## src/rtl/safety_check_multi_if.sv

```systemverilog
// Bundles the per-channel current samples, clear strobe and fault outputs of
// safety_check_multi. The master drives the samples; the slave reports the faults.
interface safety_check_multi_if #(
   parameter int NUM_CH = 4,
   parameter int DATA_W = 16,
   parameter int TCNT_W = 8
);
   logic [NUM_CH*DATA_W-1:0] cur_fb;
   logic [NUM_CH*DATA_W-1:0] cur_cmd;
   logic [NUM_CH-1:0]        ch_enable;
   logic                     clear_wen;
   logic [NUM_CH-1:0]        clear_mask;
   logic [NUM_CH-1:0]        amp_disable;
   logic                     any_fault;
   logic [NUM_CH*TCNT_W-1:0] trip_count;

   modport master (
      output cur_fb, cur_cmd, ch_enable, clear_wen, clear_mask,
      input  amp_disable, any_fault, trip_count
   );

   modport slave (
      input  cur_fb, cur_cmd, ch_enable, clear_wen, clear_mask,
      output amp_disable, any_fault, trip_count
   );
endinterface

```

## src/rtl/safety_check_multi.sv

```systemverilog
// N-channel overcurrent check: |fb| > (|cmd| << RATIO_SHIFT) + MARGIN must persist
// PERSIST clocks before latching a per-channel amplifier disable.
module safety_check_multi #(
   parameter int                 NUM_CH      = 4,
   parameter int                 DATA_W      = 16,
   parameter int                 RATIO_SHIFT = 1,
   parameter logic [DATA_W-1:0]  MARGIN      = 'h0200,
   parameter int                 PERSIST     = 8,
   parameter int                 TCNT_W      = 8
) (
   input logic               sysclk,
   input logic               reset,
   safety_check_multi_if.slave bus
);

   localparam int                PW       = $clog2(PERSIST + 1);
   localparam int                LIM_W    = DATA_W + RATIO_SHIFT + 1;
   localparam logic [DATA_W-1:0] SIGN_BIT = {1'b1, {(DATA_W-1){1'b0}}};
   localparam logic [DATA_W-1:0] MAX_POS  = ~SIGN_BIT;
   localparam logic [PW-1:0]     P_SAT    = PW'(PERSIST);
   localparam logic [TCNT_W-1:0] T_SAT    = '1;

   logic [NUM_CH-1:0][DATA_W-1:0] fb_mag_q, fb_mag_d;
   logic [NUM_CH-1:0][DATA_W-1:0] cmd_mag_q, cmd_mag_d;
   logic [NUM_CH-1:0]             over_q, over_d;
   logic [NUM_CH-1:0][PW-1:0]     pcnt_q, pcnt_d;
   logic [NUM_CH-1:0]             amp_q, amp_d;
   logic                          any_q, any_d;
   logic [NUM_CH-1:0][TCNT_W-1:0] tcnt_q, tcnt_d;

   // Offset binary to magnitude; the most-negative code clamps to the positive maximum.
   function automatic logic [DATA_W-1:0] mag_f(input logic [DATA_W-1:0] x);
      logic [DATA_W-1:0] s;
      s = x ^ SIGN_BIT;
      if (!s[DATA_W-1])     return s;
      else if (s == SIGN_BIT) return MAX_POS;
      else                  return -s;
   endfunction

   always_comb begin
      logic [LIM_W-1:0] limit;
      logic             trip;
      logic             clr;
      // NOTE: every combinational output gets a default first so no path infers a latch.
      fb_mag_d  = '0;
      cmd_mag_d = '0;
      over_d    = '0;
      pcnt_d    = '0;
      amp_d     = '0;
      tcnt_d    = tcnt_q;
      limit     = '0;
      trip      = 1'b0;
      clr       = 1'b0;
      for (int i = 0; i < NUM_CH; i++) begin
         fb_mag_d[i]  = mag_f(bus.cur_fb[i*DATA_W +: DATA_W]);
         cmd_mag_d[i] = mag_f(bus.cur_cmd[i*DATA_W +: DATA_W]);

         // Limit is widened by RATIO_SHIFT+1 bits so the shift and add cannot wrap.
         limit     = (LIM_W'(cmd_mag_q[i]) << RATIO_SHIFT) + LIM_W'(MARGIN);
         over_d[i] = LIM_W'(fb_mag_q[i]) > limit;

         if (!bus.ch_enable[i])    pcnt_d[i] = '0;
         else if (over_q[i])       pcnt_d[i] = (pcnt_q[i] == P_SAT) ? P_SAT : pcnt_q[i] + PW'(1);
         else                      pcnt_d[i] = '0;

         trip     = (pcnt_d[i] == P_SAT) && (pcnt_q[i] != P_SAT);
         clr      = bus.clear_wen & bus.clear_mask[i];
         amp_d[i] = (pcnt_d[i] == P_SAT) | (amp_q[i] & ~clr);

         if (clr)                            tcnt_d[i] = trip ? TCNT_W'(1) : '0;
         else if (trip && tcnt_q[i] != T_SAT) tcnt_d[i] = tcnt_q[i] + TCNT_W'(1);
      end
      any_d = |amp_d;
   end

   // NOTE: state registers use non-blocking assignments so every register samples pre-edge values.
   always_ff @(posedge sysclk) begin
      if (!reset) begin
         fb_mag_q  <= '0;
         cmd_mag_q <= '0;
         over_q    <= '0;
         pcnt_q    <= '0;
         amp_q     <= '0;
         any_q     <= 1'b0;
         tcnt_q    <= '0;
      end else begin
         fb_mag_q  <= fb_mag_d;
         cmd_mag_q <= cmd_mag_d;
         over_q    <= over_d;
         pcnt_q    <= pcnt_d;
         amp_q     <= amp_d;
         any_q     <= any_d;
         tcnt_q    <= tcnt_d;
      end
   end

   assign bus.amp_disable = amp_q;
   assign bus.any_fault   = any_q;
   assign bus.trip_count  = tcnt_q;

endmodule
```

## src/flat_wrapper.sv

```systemverilog
// flat-port wrapper written by rule: the top's interface ports become plain ports
module safety_check_multi_flat 
#(
   parameter int                 NUM_CH      = 4,
   parameter int                 DATA_W      = 16,
   parameter int                 RATIO_SHIFT = 1,
   parameter logic [DATA_W-1:0]  MARGIN      = 'h0200,
   parameter int                 PERSIST     = 8,
   parameter int                 TCNT_W      = 8
)
  (sysclk, reset, bus_cur_fb, bus_cur_cmd, bus_ch_enable, bus_clear_wen, bus_clear_mask, bus_amp_disable, bus_any_fault, bus_trip_count);
  safety_check_multi_if #(.NUM_CH(NUM_CH), .DATA_W(DATA_W), .TCNT_W(TCNT_W)) bus_i ();
  input logic sysclk;
  input logic reset;
  input wire logic [$bits(bus_i.cur_fb)-1:0] bus_cur_fb;
  input wire logic [$bits(bus_i.cur_cmd)-1:0] bus_cur_cmd;
  input wire logic [$bits(bus_i.ch_enable)-1:0] bus_ch_enable;
  input wire logic [$bits(bus_i.clear_wen)-1:0] bus_clear_wen;
  input wire logic [$bits(bus_i.clear_mask)-1:0] bus_clear_mask;
  output wire logic [$bits(bus_i.amp_disable)-1:0] bus_amp_disable;
  output wire logic [$bits(bus_i.any_fault)-1:0] bus_any_fault;
  output wire logic [$bits(bus_i.trip_count)-1:0] bus_trip_count;
  assign bus_i.cur_fb = bus_cur_fb;
  assign bus_i.cur_cmd = bus_cur_cmd;
  assign bus_i.ch_enable = bus_ch_enable;
  assign bus_i.clear_wen = bus_clear_wen;
  assign bus_i.clear_mask = bus_clear_mask;
  assign bus_amp_disable = bus_i.amp_disable;
  assign bus_any_fault = bus_i.any_fault;
  assign bus_trip_count = bus_i.trip_count;
  safety_check_multi #(.NUM_CH(NUM_CH), .DATA_W(DATA_W), .RATIO_SHIFT(RATIO_SHIFT), .MARGIN(MARGIN), .PERSIST(PERSIST), .TCNT_W(TCNT_W)) u_core (.sysclk(sysclk), .reset(reset), .bus(bus_i));
endmodule
```

## config.mk

```make
export PLATFORM = sky130hd
export DESIGN_NAME = safety_check_multi_flat
export DESIGN_NICKNAME = d
export VERILOG_FILES = /design/src/rtl/safety_check_multi_if.sv /design/src/rtl/safety_check_multi.sv /design/src/flat_wrapper.sv
export SDC_FILE = /design/constraint.sdc
export NUM_CORES = 1
export LEC_CHECK = 0
export BUFFER_PORTS_ARGS = -buffer_cell sky130_fd_sc_hd__buf_2
export CAP_MARGIN = 20
export CELL_PAD_IN_SITES_DETAIL_PLACEMENT = 0
export CELL_PAD_IN_SITES_GLOBAL_PLACEMENT = 1
export CORE_ASPECT_RATIO = 2
export CORE_MARGIN = 5
export CORE_UTILIZATION = 35
export CTS_CLUSTER_DIAMETER = 30
export CTS_CLUSTER_SIZE = 28
export DETAILED_ROUTE_END_ITERATION = 12
export GPL_TIMING_DRIVEN = 1
export PLACE_DENSITY_LB_ADDON = 0.1
export SLEW_MARGIN = 20
export SYNTH_ARGS = -nofsm -noshare
export SYNTH_HDL_FRONTEND = slang
export SYNTH_SLANG_ARGS = --single-unit
```

## constraint.sdc

```tcl
create_clock -name sysclk -period 2.8 [get_ports sysclk]
set_input_delay 0.14 -clock sysclk [delete_from_list [all_inputs] [get_ports sysclk]]
set_output_delay 0.14 -clock sysclk [all_outputs]
set_load 0.01 [all_outputs]
```

==> summary.txt <==
Status
  – Status: finished clean

Critical path
  – Crit path largest cell delay: 0.56 ns
  – Critical Path Start Type: flip-flop
  – Crit Path Category: flip-flop to flip-flop
  – Slowest cell on the critical path: nor4_2
  – Critical Path RT: 3.13 ns
  – Critical path depth in cells: 7
  – Crit Path Max Fanout: 6
  – Delay-heaviest family, CP: simple AND/OR/NAND/NOR gates
  – Crit end category: flip-flop
  – Critical Path AT: 2.58 ns
  – Crit path cell chain: inv_1 -> ha_1 -> nor4bb_1 -> mux2i_1 -> nor4_2 -> a31o_2 -> a21oi_1
  – CP bufs+invs: 1
  – R2R depth: 7

Route
  – Iteration-0 DRC Markers: 237
  – WL final: 29400 um
  – Detail Route Antenna Nets: 0
  – Post-route DRC: 0
  – Router iterations before antenna repair: 5
  – Total number of vias: 9816
  – Drt wl/cell: 15.6 um
  – Via density: 5.20

GRT
  – First-pass GRT wire length: 47700 um
  – Vias in the first global route: 10000
  – Antenna violations before repair: 7
  – Largest net degree at the start of global routing: 57
  – GRT Total Usage: 0.172
  – Grt ovf: 0

Yosys
  – Post-synthesis cell area: 0.0107 sq mm
  – Async S/R FF share, synth: 0
  – Post-synth cell types: 72
  – Part of the Yosys area used for sequential elements: 0.347
  – Syn nets: 1508
  – Primary FF master, synth: dfxtp_1
  – Synth Instances: 1285
  – Yosys reg bits: 185
  – Number of synthesized flops with an enable pin: 0
  – Synth Warn #: 0
  – Syn Area/Cell: 8.32 sq um

Timing
  – Slew HR: 0.527
  – Setup TNS: 0 ns
  – Measured slew at the worst slew-check pin: 0.700 ns
  – Unrepaired setup endpoints after global routing: false
  – Post-route clock period utilization: 0.801
  – WHS: 0.0193 ns
  – Clk_skew: 0.0112 ns
  – Final Setup Violations: 0
  – Fmax achieved: 446 MHz
  – Max Slew Vio Count: 0
  – Final Hold Fails: 0
  – Crit path time final: 2.24 ns

Power and ir drop
  – Max IR drop VDD: 0.000434 V
  – Pwr/cell area: 493 mW/mm^2
  – Static Leak: 5.51 nW
  – Total power: 0.00648 W

Clock tree
  – CTS buffer count: 17
  – Sink Count: 185
  – Root Buffer: clkbuf_16
  – CTS tree: yes
  – Clock Latency Late Sink: 0.45 ns
  – Bufs on Longest Clock Path: 2
  – Post-CTS Setup Repair Bufs: 0
  – H-tree Lvls: 4
  – Clock transition at path regs: 0.07 ns

Hold path
  – Hold Crit Depth: 2
  – Worst Hold Class: primary input to flip-flop

Finish
  – Fin cells: 1888
  – Layout net count: 1728
  – Layout area overhead: 23.0%
  – Multi-input gate area: 0.00646 sq mm
  – Sequential standard cell area: 0.00370 sq mm
  – Fraction of layout cells with a size suffix above 1: 0.170
  – Final instance area: 0.0131 sq mm
  – Fillers: 3184

Run
  – MaxCap Viol Count: 0

Place
  – DP Area: 0.0120 sq mm
  – Final HPWL DP: 23500 um
  – Placed Cells: 1803
  – # port buffers: 175
  – Gpl congestion: 0.812

Die
  – Initial Utilization: 0.354
  – Die H: 257 um
  – Core area: 0.0302 sq mm
  – Die area: 0.0343 sq mm
  – I/O pin total: 176
  – Row count: 90
  – Die X: 134 um
## cells by family (layout without fill, tap and decap cells)
kind of cell	Yosys count	count (layout)	synth area share
adder cells (fa/ha/maj)	84	84	0.0984
AO/OA/AOI/OAI	320	320	0.181
other	0	2	0
buffers and inverters	138	371	0.0492
multiplexers	18	18	0.0172
flip-flops	185	185	0.347
XOR/XNOR	98	98	0.0803
AND/OR/NAND/NOR	442	442	0.227
## through the flow
stage | setup slack, ns | util
after floorplan | 0.702 | -
after global placement | 0.579 | 0.397
after detailed placement | 0.518 | 0.397
after CTS | 0.525 | 0.435
after global routing | 0.312 | 0.435
final | 0.557 | 0.435
## synthesized netlist by cell type, types with 3 or more instances
library cell / instances / area [sq um]
o21a_1: 9 / 67.6
or4_4: 4 / 45.0
or2_2: 8 / 50.1
o211ai_1: 4 / 30.0
nor2_1: 126 / 473
a21oi_1: 168 / 841
clkbuf_1: 27 / 101
or4_1: 5 / 37.5
and3_1: 19 / 119
a21o_1: 13 / 97.6
and2_1: 13 / 81.3
and4b_1: 7 / 70.1
nand3b_1: 6 / 45.0
mux2_2: 3 / 33.8
nand4b_1: 3 / 26.3
a41o_1: 3 / 30.0
o21ai_0: 33 / 165
inv_1: 101 / 379
buf_1: 5 / 18.8
nand4_1: 23 / 144
and2b_1: 4 / 30.0
nand2b_1: 8 / 50.1
dfxtp_1: 185 / 3700
and4_1: 5 / 43.8
ha_1: 84 / 1050
a41oi_1: 5 / 43.8
nor4_1: 21 / 131
nor3_1: 51 / 255
or3_1: 10 / 62.6
nor4b_1: 4 / 35.0
a22oi_1: 4 / 30.0
a31o_2: 7 / 61.3
nand2_1: 54 / 203
a31oi_1: 19 / 119
nor3b_1: 9 / 67.6
nor2b_1: 3 / 18.8
xnor2_1: 74 / 648
a211oi_1: 28 / 210
a221oi_1: 5 / 43.8
nand3_1: 40 / 200
mux2i_1: 15 / 150
xor2_1: 24 / 210
## state kept, by name, indices dropped and copies added, names as in the netlist
register	count
u_core.bus.trip_count	32
u_core.cmd_mag_q	64
u_core.fb_mag_q	64
u_core.bus.amp_disable	4
u_core.bus.any_fault	1
u_core.pcnt_q	16
u_core.over_q	4
## worst reg2reg max path, cell delays in order, from the launching register on
cell,delay [ns]
dfxtp_1,0.41
inv_1,0.07
ha_1,0.32
nor4bb_1,0.28
mux2i_1,0.22
nor4_2,0.56
a31o_2,0.22
a21oi_1,0.05
## final timing paths
check | from | end | slack [ns]
max | u_core.pcnt_q[8] | u_core.bus.trip_count[21] | 0.56
min | bus_cur_fb[29] | u_core.fb_mag_q[29] | 0.02
max reg2reg | u_core.pcnt_q[8] | u_core.bus.trip_count[21] | 0.56
min reg2reg | u_core.pcnt_q[2] | u_core.pcnt_q[2] | 0.52
## placed cells by master, fill, tap and decap left out, types with 5 or more instances in the layout
cell	Yosys	final
o21a_1	9	9
dfxtp_1	185	185
xnor2_1	74	74
or2_2	8	8
a21oi_1	168	168
and2_1	13	13
nor3b_1	9	9
nand3_1	40	40
nand2b_1	8	8
or4_1	5	5
nor2_1	126	126
and3_1	19	19
nand2_1	54	54
ha_1	84	84
a31oi_1	19	19
clkbuf_16	0	17
nor4_1	21	21
a211oi_1	28	28
nor3_1	51	51
inv_1	101	101
xor2_1	24	24
dlygate4sd3_1	0	51
and4_1	5	5
a221oi_1	5	5
mux2i_1	15	15
and4b_1	7	7
buf_4	1	10
nand3b_1	6	6
buf_2	2	175
a41oi_1	5	5
a21o_1	13	13
a31o_2	7	7
or3_1	10	10
o21ai_0	33	33
nand4_1	23	23
## area by class of cell
type	count	area share
multi-input cells	962	0.491
flip-flops and latches	185	0.282
repair buffers	237	0.113
clock buffers	22	0.0369
well taps	368	0.0350
inverters	102	0.0292
clock inverters	10	0.0126
diodes	2	0.000381
## layer usage
metal  routed length, um  GRT usage  vias to the layer above
li1                    -          -                     5051
met1               11000      0.168                     4542
met2               16400      0.342                      166
met3                1260     0.0410                       45
met4                 597     0.0589                       12
met5                  89          0                        -
## timing repair
action | in CTS | in global routing
hold buffers | 51 | 0
gates resized for setup | 0 | 0
endpoints found under the hold margin | 51 | 0
## power breakdown
part           switching [W]  total (W)  internal [W]
sequential         0.0000683    0.00284       0.00277
combinational       0.000540    0.00100      0.000462
clock                0.00104    0.00263       0.00159
Power figures use the tool's default switching activity.
